===== src/rtl/pc_flag_ctrl_if.sv =====
// Signal bundle between the ALU/decode stage (master) and the PC/flag stage (slave).
interface pc_flag_ctrl_if;
    localparam int unsigned DATA_W = 16;
    localparam int unsigned FLAG_W = 3;

    logic              stall;
    logic [DATA_W-1:0] alu_result;
    logic              alu_ovfl;
    logic [1:0]        flag_upd;
    logic [1:0]        br_type;
    logic [2:0]        cond;
    logic [8:0]        imm9;
    logic [DATA_W-1:0] br_reg;
    logic              halt;
    logic [DATA_W-1:0] pc;
    logic [DATA_W-1:0] pc_plus2;
    logic              taken;
    logic [FLAG_W-1:0] flags;
    logic              halted;

    modport master (
        output stall, alu_result, alu_ovfl, flag_upd, br_type, cond, imm9, br_reg, halt,
        input  pc, pc_plus2, taken, flags, halted
    );

    modport slave (
        input  stall, alu_result, alu_ovfl, flag_upd, br_type, cond, imm9, br_reg, halt,
        output pc, pc_plus2, taken, flags, halted
    );
endinterface


===== src/rtl/pc_flag_ctrl.sv =====
// PC / condition-flag stage: captures Z/N/V, resolves branches, advances PC, latches HALT.
// Optional macro FLAG_BYPASS_EN: branch conditions see the flags being written this cycle.
module pc_flag_ctrl #(
    parameter logic [15:0] RESET_PC = 16'h0000,
    parameter int unsigned PC_INC   = 2
) (
    input  logic          clk,
    input  logic          rst_n,
    pc_flag_ctrl_if.slave bus
);
    localparam int unsigned PC_W   = 16;
    localparam int unsigned FLAG_W = 3;

    typedef enum logic {
        ST_RUN  = 1'b0,
        ST_HALT = 1'b1
    } state_t;

    state_t            r_state;
    state_t            w_state_nxt;
    logic [PC_W-1:0]   r_pc;
    logic [PC_W-1:0]   w_pc_nxt;
    logic [FLAG_W-1:0] r_flags;
    logic [FLAG_W-1:0] w_flags_nxt;
    logic [FLAG_W-1:0] w_flags_wr;
    logic [FLAG_W-1:0] w_flags_eval;
    logic [PC_W-1:0]   w_pc_plus2;
    logic [PC_W-1:0]   w_br_off;
    logic [PC_W-1:0]   w_br_target;
    logic              w_is_br;
    logic              w_cond_true;
    logic              w_taken;
    logic              w_z;
    logic              w_n;
    logic              w_v;

    assign w_pc_plus2 = r_pc + PC_W'(PC_INC);
    // imm9 counts instructions; scale to bytes after sign extension
    assign w_br_off    = {{6{bus.imm9[8]}}, bus.imm9, 1'b0};
    assign w_br_target = (bus.br_type == 2'b10) ? bus.br_reg : (w_pc_plus2 + w_br_off);
    assign w_is_br     = (bus.br_type == 2'b01) || (bus.br_type == 2'b10);

    // Flag value this instruction would write; reserved code leaves flags alone
    always_comb begin
        w_flags_wr = r_flags;
        case (bus.flag_upd)
            2'b01:   w_flags_wr[2] = (bus.alu_result == '0);
            2'b10:   w_flags_wr    = {(bus.alu_result == '0), bus.alu_result[PC_W-1], bus.alu_ovfl};
            default: w_flags_wr    = r_flags;
        endcase
    end

`ifdef FLAG_BYPASS_EN
    assign w_flags_eval = w_flags_wr;
`else
    assign w_flags_eval = r_flags;
`endif

    assign w_z = w_flags_eval[2];
    assign w_n = w_flags_eval[1];
    assign w_v = w_flags_eval[0];

    always_comb begin
        w_cond_true = 1'b0;
        case (bus.cond)
            3'b000:  w_cond_true = ~w_z;
            3'b001:  w_cond_true = w_z;
            3'b010:  w_cond_true = ~w_z & ~w_n;
            3'b011:  w_cond_true = w_n;
            3'b100:  w_cond_true = w_z | (~w_z & ~w_n);
            3'b101:  w_cond_true = w_n | w_z;
            3'b110:  w_cond_true = w_v;
            default: w_cond_true = 1'b1;
        endcase
    end

    assign w_taken = w_is_br & w_cond_true & (r_state == ST_RUN);

    // Next-state: halt wins over branch for the PC, but flags still update
    always_comb begin
        w_state_nxt = r_state;
        w_pc_nxt    = r_pc;
        w_flags_nxt = r_flags;
        if (!bus.stall && (r_state == ST_RUN)) begin
            w_flags_nxt = w_flags_wr;
            if (bus.halt) begin
                w_state_nxt = ST_HALT;
            end else begin
                w_pc_nxt = w_taken ? w_br_target : w_pc_plus2;
            end
        end
    end

    always_ff @(posedge clk or negedge rst_n) begin
        if (!rst_n) begin
            r_state <= ST_RUN;
            r_pc    <= RESET_PC;
            r_flags <= '0;
        end else begin
            r_state <= w_state_nxt;
            r_pc    <= w_pc_nxt;
            r_flags <= w_flags_nxt;
        end
    end

    assign bus.pc       = r_pc;
    assign bus.pc_plus2 = w_pc_plus2;
    assign bus.taken    = w_taken;
    assign bus.flags    = r_flags;
    assign bus.halted   = (r_state == ST_HALT);
endmodule

===== src/flat_wrapper.sv =====
// flat-port wrapper written by rule: the top's interface ports become plain ports
module pc_flag_ctrl_flat 
#(
    parameter logic [15:0] RESET_PC = 16'h0000,
    parameter int unsigned PC_INC   = 2
)
  (clk, rst_n, bus_stall, bus_alu_result, bus_alu_ovfl, bus_flag_upd, bus_br_type, bus_cond, bus_imm9, bus_br_reg, bus_halt, bus_pc, bus_pc_plus2, bus_taken, bus_flags, bus_halted);
  pc_flag_ctrl_if bus_i ();
  input  logic clk;
  input  logic rst_n;
  input wire logic [$bits(bus_i.stall)-1:0] bus_stall;
  input wire logic [$bits(bus_i.alu_result)-1:0] bus_alu_result;
  input wire logic [$bits(bus_i.alu_ovfl)-1:0] bus_alu_ovfl;
  input wire logic [$bits(bus_i.flag_upd)-1:0] bus_flag_upd;
  input wire logic [$bits(bus_i.br_type)-1:0] bus_br_type;
  input wire logic [$bits(bus_i.cond)-1:0] bus_cond;
  input wire logic [$bits(bus_i.imm9)-1:0] bus_imm9;
  input wire logic [$bits(bus_i.br_reg)-1:0] bus_br_reg;
  input wire logic [$bits(bus_i.halt)-1:0] bus_halt;
  output wire logic [$bits(bus_i.pc)-1:0] bus_pc;
  output wire logic [$bits(bus_i.pc_plus2)-1:0] bus_pc_plus2;
  output wire logic [$bits(bus_i.taken)-1:0] bus_taken;
  output wire logic [$bits(bus_i.flags)-1:0] bus_flags;
  output wire logic [$bits(bus_i.halted)-1:0] bus_halted;
  assign bus_i.stall = bus_stall;
  assign bus_i.alu_result = bus_alu_result;
  assign bus_i.alu_ovfl = bus_alu_ovfl;
  assign bus_i.flag_upd = bus_flag_upd;
  assign bus_i.br_type = bus_br_type;
  assign bus_i.cond = bus_cond;
  assign bus_i.imm9 = bus_imm9;
  assign bus_i.br_reg = bus_br_reg;
  assign bus_i.halt = bus_halt;
  assign bus_pc = bus_i.pc;
  assign bus_pc_plus2 = bus_i.pc_plus2;
  assign bus_taken = bus_i.taken;
  assign bus_flags = bus_i.flags;
  assign bus_halted = bus_i.halted;
  pc_flag_ctrl #(.RESET_PC(RESET_PC), .PC_INC(PC_INC)) u_core (.clk(clk), .rst_n(rst_n), .bus(bus_i));
endmodule

===== config.mk =====
export PLATFORM = sky130hd
export DESIGN_NAME = pc_flag_ctrl_flat
export DESIGN_NICKNAME = d
export VERILOG_FILES = /design/src/rtl/pc_flag_ctrl_if.sv /design/src/rtl/pc_flag_ctrl.sv /design/src/flat_wrapper.sv
export SDC_FILE = /design/constraint.sdc
export NUM_CORES = 1
export LEC_CHECK = 0
export CORE_UTILIZATION = 40
export DETAILED_ROUTE_END_ITERATION = 16
export GPL_ROUTABILITY_DRIVEN = 0
export PLACE_DENSITY = 0.8
export SLEW_MARGIN = 15
export SYNTH_ARGS = -nofsm -noshare
export SYNTH_HDL_FRONTEND = slang
export SYNTH_SLANG_ARGS = --single-unit

===== constraint.sdc =====
create_clock -name clk -period 2.8 [get_ports clk]
set_input_delay 0.56 -clock clk [delete_from_list [all_inputs] [get_ports clk]]
set_output_delay 0.56 -clock clk [all_outputs]
set_load 0.01 [all_outputs]

### Word level (Yosys, flattened, before mapping)

Index checks and enable logic that the tools add are counted.
Widths: inputs -> output; s select.

* bits in registers: 20
* output and inout bits: 37

* add/subtract/negate cells: 2
* eq/ne operators: 10
* muxes and demuxes: 3
* bitwise operators: 9
* reductions and logical operators: 10

Operators with widths (number)
* $mux 16: 2
* $add 16x16->16: 1
* $add 16x2->16 const B: 1
* $logic_not 16->1: 1
* $eq 3x3->1 const B: 3
* $reduce_and 2->1: 4
* $pmux 1 s7: 1
* $eq 3x2->1 const B: 2
* $eq 2x1->1 const B: 2
* $eq 2x2->1 const B: 2
* $not 1->1: 4
* $and 1x1->1: 3
* $eq 3x1->1 const B: 1
* $logic_not 3->1: 1
* $or 1x1->1: 2
* $reduce_or 2->1: 1
* $logic_and 1x1->1: 1
* $logic_not 1->1: 1
* $logic_or 1x1->1: 1

### Longest topological paths before layout

* word-level depth: 7
* depth in mapped cells: 12

### Worst setup path before layout

OpenSTA, ideal clock, no wires.

* kind: register to register
* from: register u_core.r_pc[7], in the netlist u_core.bus.pc[7]
* to: register u_core.r_pc[15], in the netlist u_core.bus.pc[15]
* arrival: 2.919 ns
* data required time: 2.706 ns
* path slack: -0.213 ns
* cell stages (with the launch flop): 13
* buffers on the path: 1
* period minus slack after synthesis: 3.013 ns
* cell sequence: dfrtp_1 > nand3_1 > or3_1 > clkbuf_1 > nor2_1 > xnor2_1 > ha_1 > a21oi_1 > o21ai_0 > or3_1 > o22ai_1 > xnor2_1 > a221oi_2

* word-level cells in the longest chain between the ends: 4

Ends and longest elaborated chain
* start, declared: line pc_flag_ctrl.sv:21 `logic [PC_W-1:0] r_pc;`
* start signal, assigned: line pc_flag_ctrl.sv:101 `r_pc <= w_pc_nxt;`
* $add 16x2->16: line pc_flag_ctrl.sv:37 `assign w_pc_plus2 = r_pc + PC_W'(PC_INC);`
* named net bus_pc_plus2[12]: line flat_wrapper.sv:21 `output wire logic [$bits(bus_i.pc_plus2)-1:0] bus_pc_plus2;`
* $add 16x16->16: line pc_flag_ctrl.sv:40 `assign w_br_target = (bus.br_type == 2'b10) ? bus.br_reg : (w_pc_plus2 + w_br_off);`
* $mux 16: line pc_flag_ctrl.sv:40
* $mux 16: line pc_flag_ctrl.sv:89 `w_pc_nxt = w_taken ? w_br_target : w_pc_plus2;`

The timed path passes the listed nets, and every way through them passes these cells.
A chain may end at the register's enable or synchronous reset.

### Final worst setup path

* from: register u_core.r_pc[1], in the netlist u_core.bus.pc[1]
* to: register u_core.r_pc[15], in the netlist u_core.bus.pc[15]

* word-level cells in the longest chain between the ends: 4

Ends and longest elaborated chain (line)
* $add 16x2->16 (*): pc_flag_ctrl.sv:37
* $add 16x16->16: pc_flag_ctrl.sv:40
* $mux 16: pc_flag_ctrl.sv:40
* $mux 16 (*): pc_flag_ctrl.sv:89

Every way passes the cells marked *; elsewhere a longest branch is shown, timed or not.

==> metrics.txt <==
CP max FO 3; total track usage 0.261; htree depth 1; RR Startpoint u_core.bus.pc[1]; synth warn 0; Hold Fails Final Rpt 0; vias in the first global route 2728; Data required, critical path 2.97 ns; clock sink count 20; status completed; first-pass GRT wire length 12.3 mm; routed len/inst 16.3 um; Setup Skew 0.00144 ns; post-synthesis adder-cell area fraction 0.123; residual DRC count 0; Vias 2726; Initial DRC Count 191; Util after Layout 0.770; drt total wl 7.84 mm; Achievable Freq 361 MHz; EDFF count, synth 0; # nets final 487; top_reg_cell synth dfrtp_1; Via-to-Cell Ratio 5.66; Reg2Reg Depth 11; total CTS buffers 3; Final min period 2.77 ns; I/O pin cnt 90; power per cell area 443 nW/um^2; VDD IR max 379 uV; hold depth 1; Die Y 76.0 um; Final Slew Violations 0; setup violators final 0; hold endpoint u_core.bus.pc[0]; post-synthesis simple-gate area fraction 0.189; post-route ant nets 0; Post-synth ARST share 1.00; RR Endpoint u_core.bus.pc[15]; die area 5770 sq um; XOR/XNOR Fraction of Synth Area 0.0994; Final Non-Filler Cells 482; HPWL Detailed 5.70 mm; Placeable Area 5200 sq um; Worst-Skew Late Latency 0.26 ns; # diodes 0; crit-path cells nand4_1 -> or3_4 -> xnor2_2 -> ha_1 -> buf_4 -> and2_4 -> o2111ai_2 -> a21oi_2 -> o22ai_2 -> xnor2_2 -> a221oi_2; Max Cap Viol 0; Max stage delay on crit path 0.44 ns; crit path DAT 2.94 ns; Slew @ Worst Pin 0.626 ns; Critical Path Start Type flip-flop; Die Wd 76.0 um; Synth Area in Compound Gates 0.263; CP max-delay cell or3_4; CP endpoint kind flip-flop; slew margin rel. 0.582; Top cell by count, worst path xnor2_2; Unique masters post-synth 56; Avg Synthesized Cell Area 8.17 sq um; R2R setup slack 0.03 ns; Seq/Total Area, Yosys 0.229; Tcrit/Tclk final 0.989; main combinational cell family by area after synthesis compound AO/OA/AOI/OAI gates; HP Class flip-flop to flip-flop; CTS tree built; share of cells above drive strength 1 0.316; mux contribution to synthesized area 0.0389; Worst-path clk slew 0.08 ns; First-pass DRT Iterations 4; placed insts 469; initial antenna violation count 0; Mapped Nets 342; starting density of the core 0.421; CP Class flip-flop to flip-flop; clk root buf clkbuf_8; grt total ovfl 0; Synth Cell Area 2190 sq um; layout overhead on the synthesized area 83.1%; largest net degree at the start of global routing 22; IO Port Bufs 89; Seq cells post-synth 20; clk buf depth 2; # rows 26; worst hold start u_core.bus.pc[0]; RSZ-0062 raised after global routing true; Hold WS 0.528 ns; Leak Pwr 1.72 nW; Post-CTS Hold Fix Bufs 0; Mapped Cells 268
==> cells by family (layout without fill, tap and decap cells) <==
family / after synthesis / count (layout)
AO/OA/AOI/OAI: 85 / 85
AND/OR/NAND/NOR: 79 / 79
buffers and inverters: 31 / 175
XOR/XNOR: 24 / 24
adder cells (fa/ha/maj): 21 / 21
flip-flops: 20 / 20
multiplexers: 8 / 8
==> cell type report <==
type                            count  area [sq um]
Clock buffer                        4          55.1
Fill cell                         351          1200
Inverter                           19          71.3
Multi-Input combinational cell    217          1920
Sequential cell                    20           512
Tap cell                           70          87.6
Timing Repair Buffer              152          1370
==> worst max-delay path, delay by kind of cell, from the launching register on <==
kind / cells / cell delay (ns)
AO/OA/AOI/OAI: 4 / 0.71
XOR/XNOR: 2 / 0.34
adder cells (fa/ha/maj): 1 / 0.32
buffers and inverters: 1 / 0.13
flip-flops: 1 / 0.42
AND/OR/NAND/NOR: 3 / 0.76
==> how the worst max path moves through the flow <==
| stage | from | end | slack [ns] | depth (start not counted) |
|---|---|---|---|---|
| CTS | u_core.bus.pc[1] | u_core.bus.pc[12] | 0.005 | 11 |
| floorplan | u_core.bus.pc[2] | u_core.bus.pc[12] | -0.02 | 10 |
| detailed placement | bus_br_type[0] | bus_taken | -0.20 | 7 |
| global route | u_core.bus.pc[1] | u_core.bus.pc[15] | -0.10 | 13 |
| finish | u_core.bus.pc[1] | u_core.bus.pc[15] | 0.03 | 11 |
| global placement | bus_br_type[0] | bus_taken | -0.15 | 7 |
==> cell usage after synthesis, types with 3 or more instances <==
| cell | instances | area share |
|---|---|---|
| a21oi_1 | 18 | 0.041 |
| nand2_1 | 19 | 0.033 |
| ha_1 | 20 | 0.11 |
| o31ai_1 | 3 | 0.010 |
| o21ai_0 | 15 | 0.034 |
| o21ai_1 | 3 | 0.0069 |
| inv_1 | 18 | 0.031 |
| xnor2_1 | 12 | 0.048 |
| dfrtp_1 | 20 | 0.23 |
| or3_1 | 7 | 0.020 |
| nand4_1 | 4 | 0.011 |
| buf_2 | 5 | 0.011 |
| clkbuf_1 | 6 | 0.010 |
| and3_1 | 3 | 0.0086 |
| nand3_1 | 10 | 0.023 |
| a311oi_1 | 3 | 0.012 |
| mux2i_1 | 4 | 0.018 |
| a21o_1 | 5 | 0.017 |
| a31oi_1 | 4 | 0.011 |
| nor3_1 | 5 | 0.011 |
| o21a_1 | 4 | 0.014 |
| mux2_2 | 3 | 0.015 |
| o22ai_1 | 3 | 0.0086 |
| xor2_1 | 11 | 0.044 |
| o211ai_1 | 4 | 0.014 |
| nor2_1 | 17 | 0.029 |
| nor4_1 | 5 | 0.014 |
==> per-layer routing <==
metal / GRT usage / part of all wire / up-vias
met5: 0 / 0 / -
met4: 0.0923 / 0.021 / 0
met3: 0.0323 / 0.060 / 14
met2: 0.475 / 0.52 / 113
met1: 0.314 / 0.40 / 1320
li1: - / - / 1279
==> metrics by stage <==
step	area [sq um]	power, W	setup WS, ns	setup TNS, ns
global placement	3580	0.00133	-0.153	-0.221
detailed placement	3580	0.00136	-0.198	-0.813
CTS	3730	0.00163	0.00481	0
floorplan	2250	0.000859	-0.0243	-0.0453
global route	4010	0.00188	-0.105	-0.218
finish	4010	0.00178	0.0315	0
==> power by group <==
group          internal [W]  total [W]  switching, W
sequential         0.000334   0.000388     0.0000540
clock              0.000125   0.000227      0.000102
combinational      0.000633    0.00116      0.000528
total               0.00109    0.00178      0.000684
==> state kept, by name (all words and copies together), names as in the netlist <==
register,cells
u_core.bus.halted,1
u_core.bus.pc,16
u_core.bus.flags,3
==> cell usage in the layout, fill, tap and decap left out, drive strengths merged, types with 5 or more instances in the layout <==
cell type / n
buf: 63
a21o: 5
nor3: 5
a21oi: 18
nand2: 19
nand3: 11
ha: 20
or3: 7
inv: 18
nor2: 17
dfrtp: 20
clkdlybuf4s50: 84
xnor2: 13
nor4: 6
o21ai: 18
xor2: 11
==> what timing repair did <==
action / 4_1_cts / 5_1_grt
setup buffers: 4 / 5
endpoints found under the hold margin: 0 / 0
cloned: 0 / 0
endpoints found under the setup margin: 11 / 13
gates resized for setup: 15 / 44
pin swaps: 4 / 19
Power figures use the tool's default switching activity.
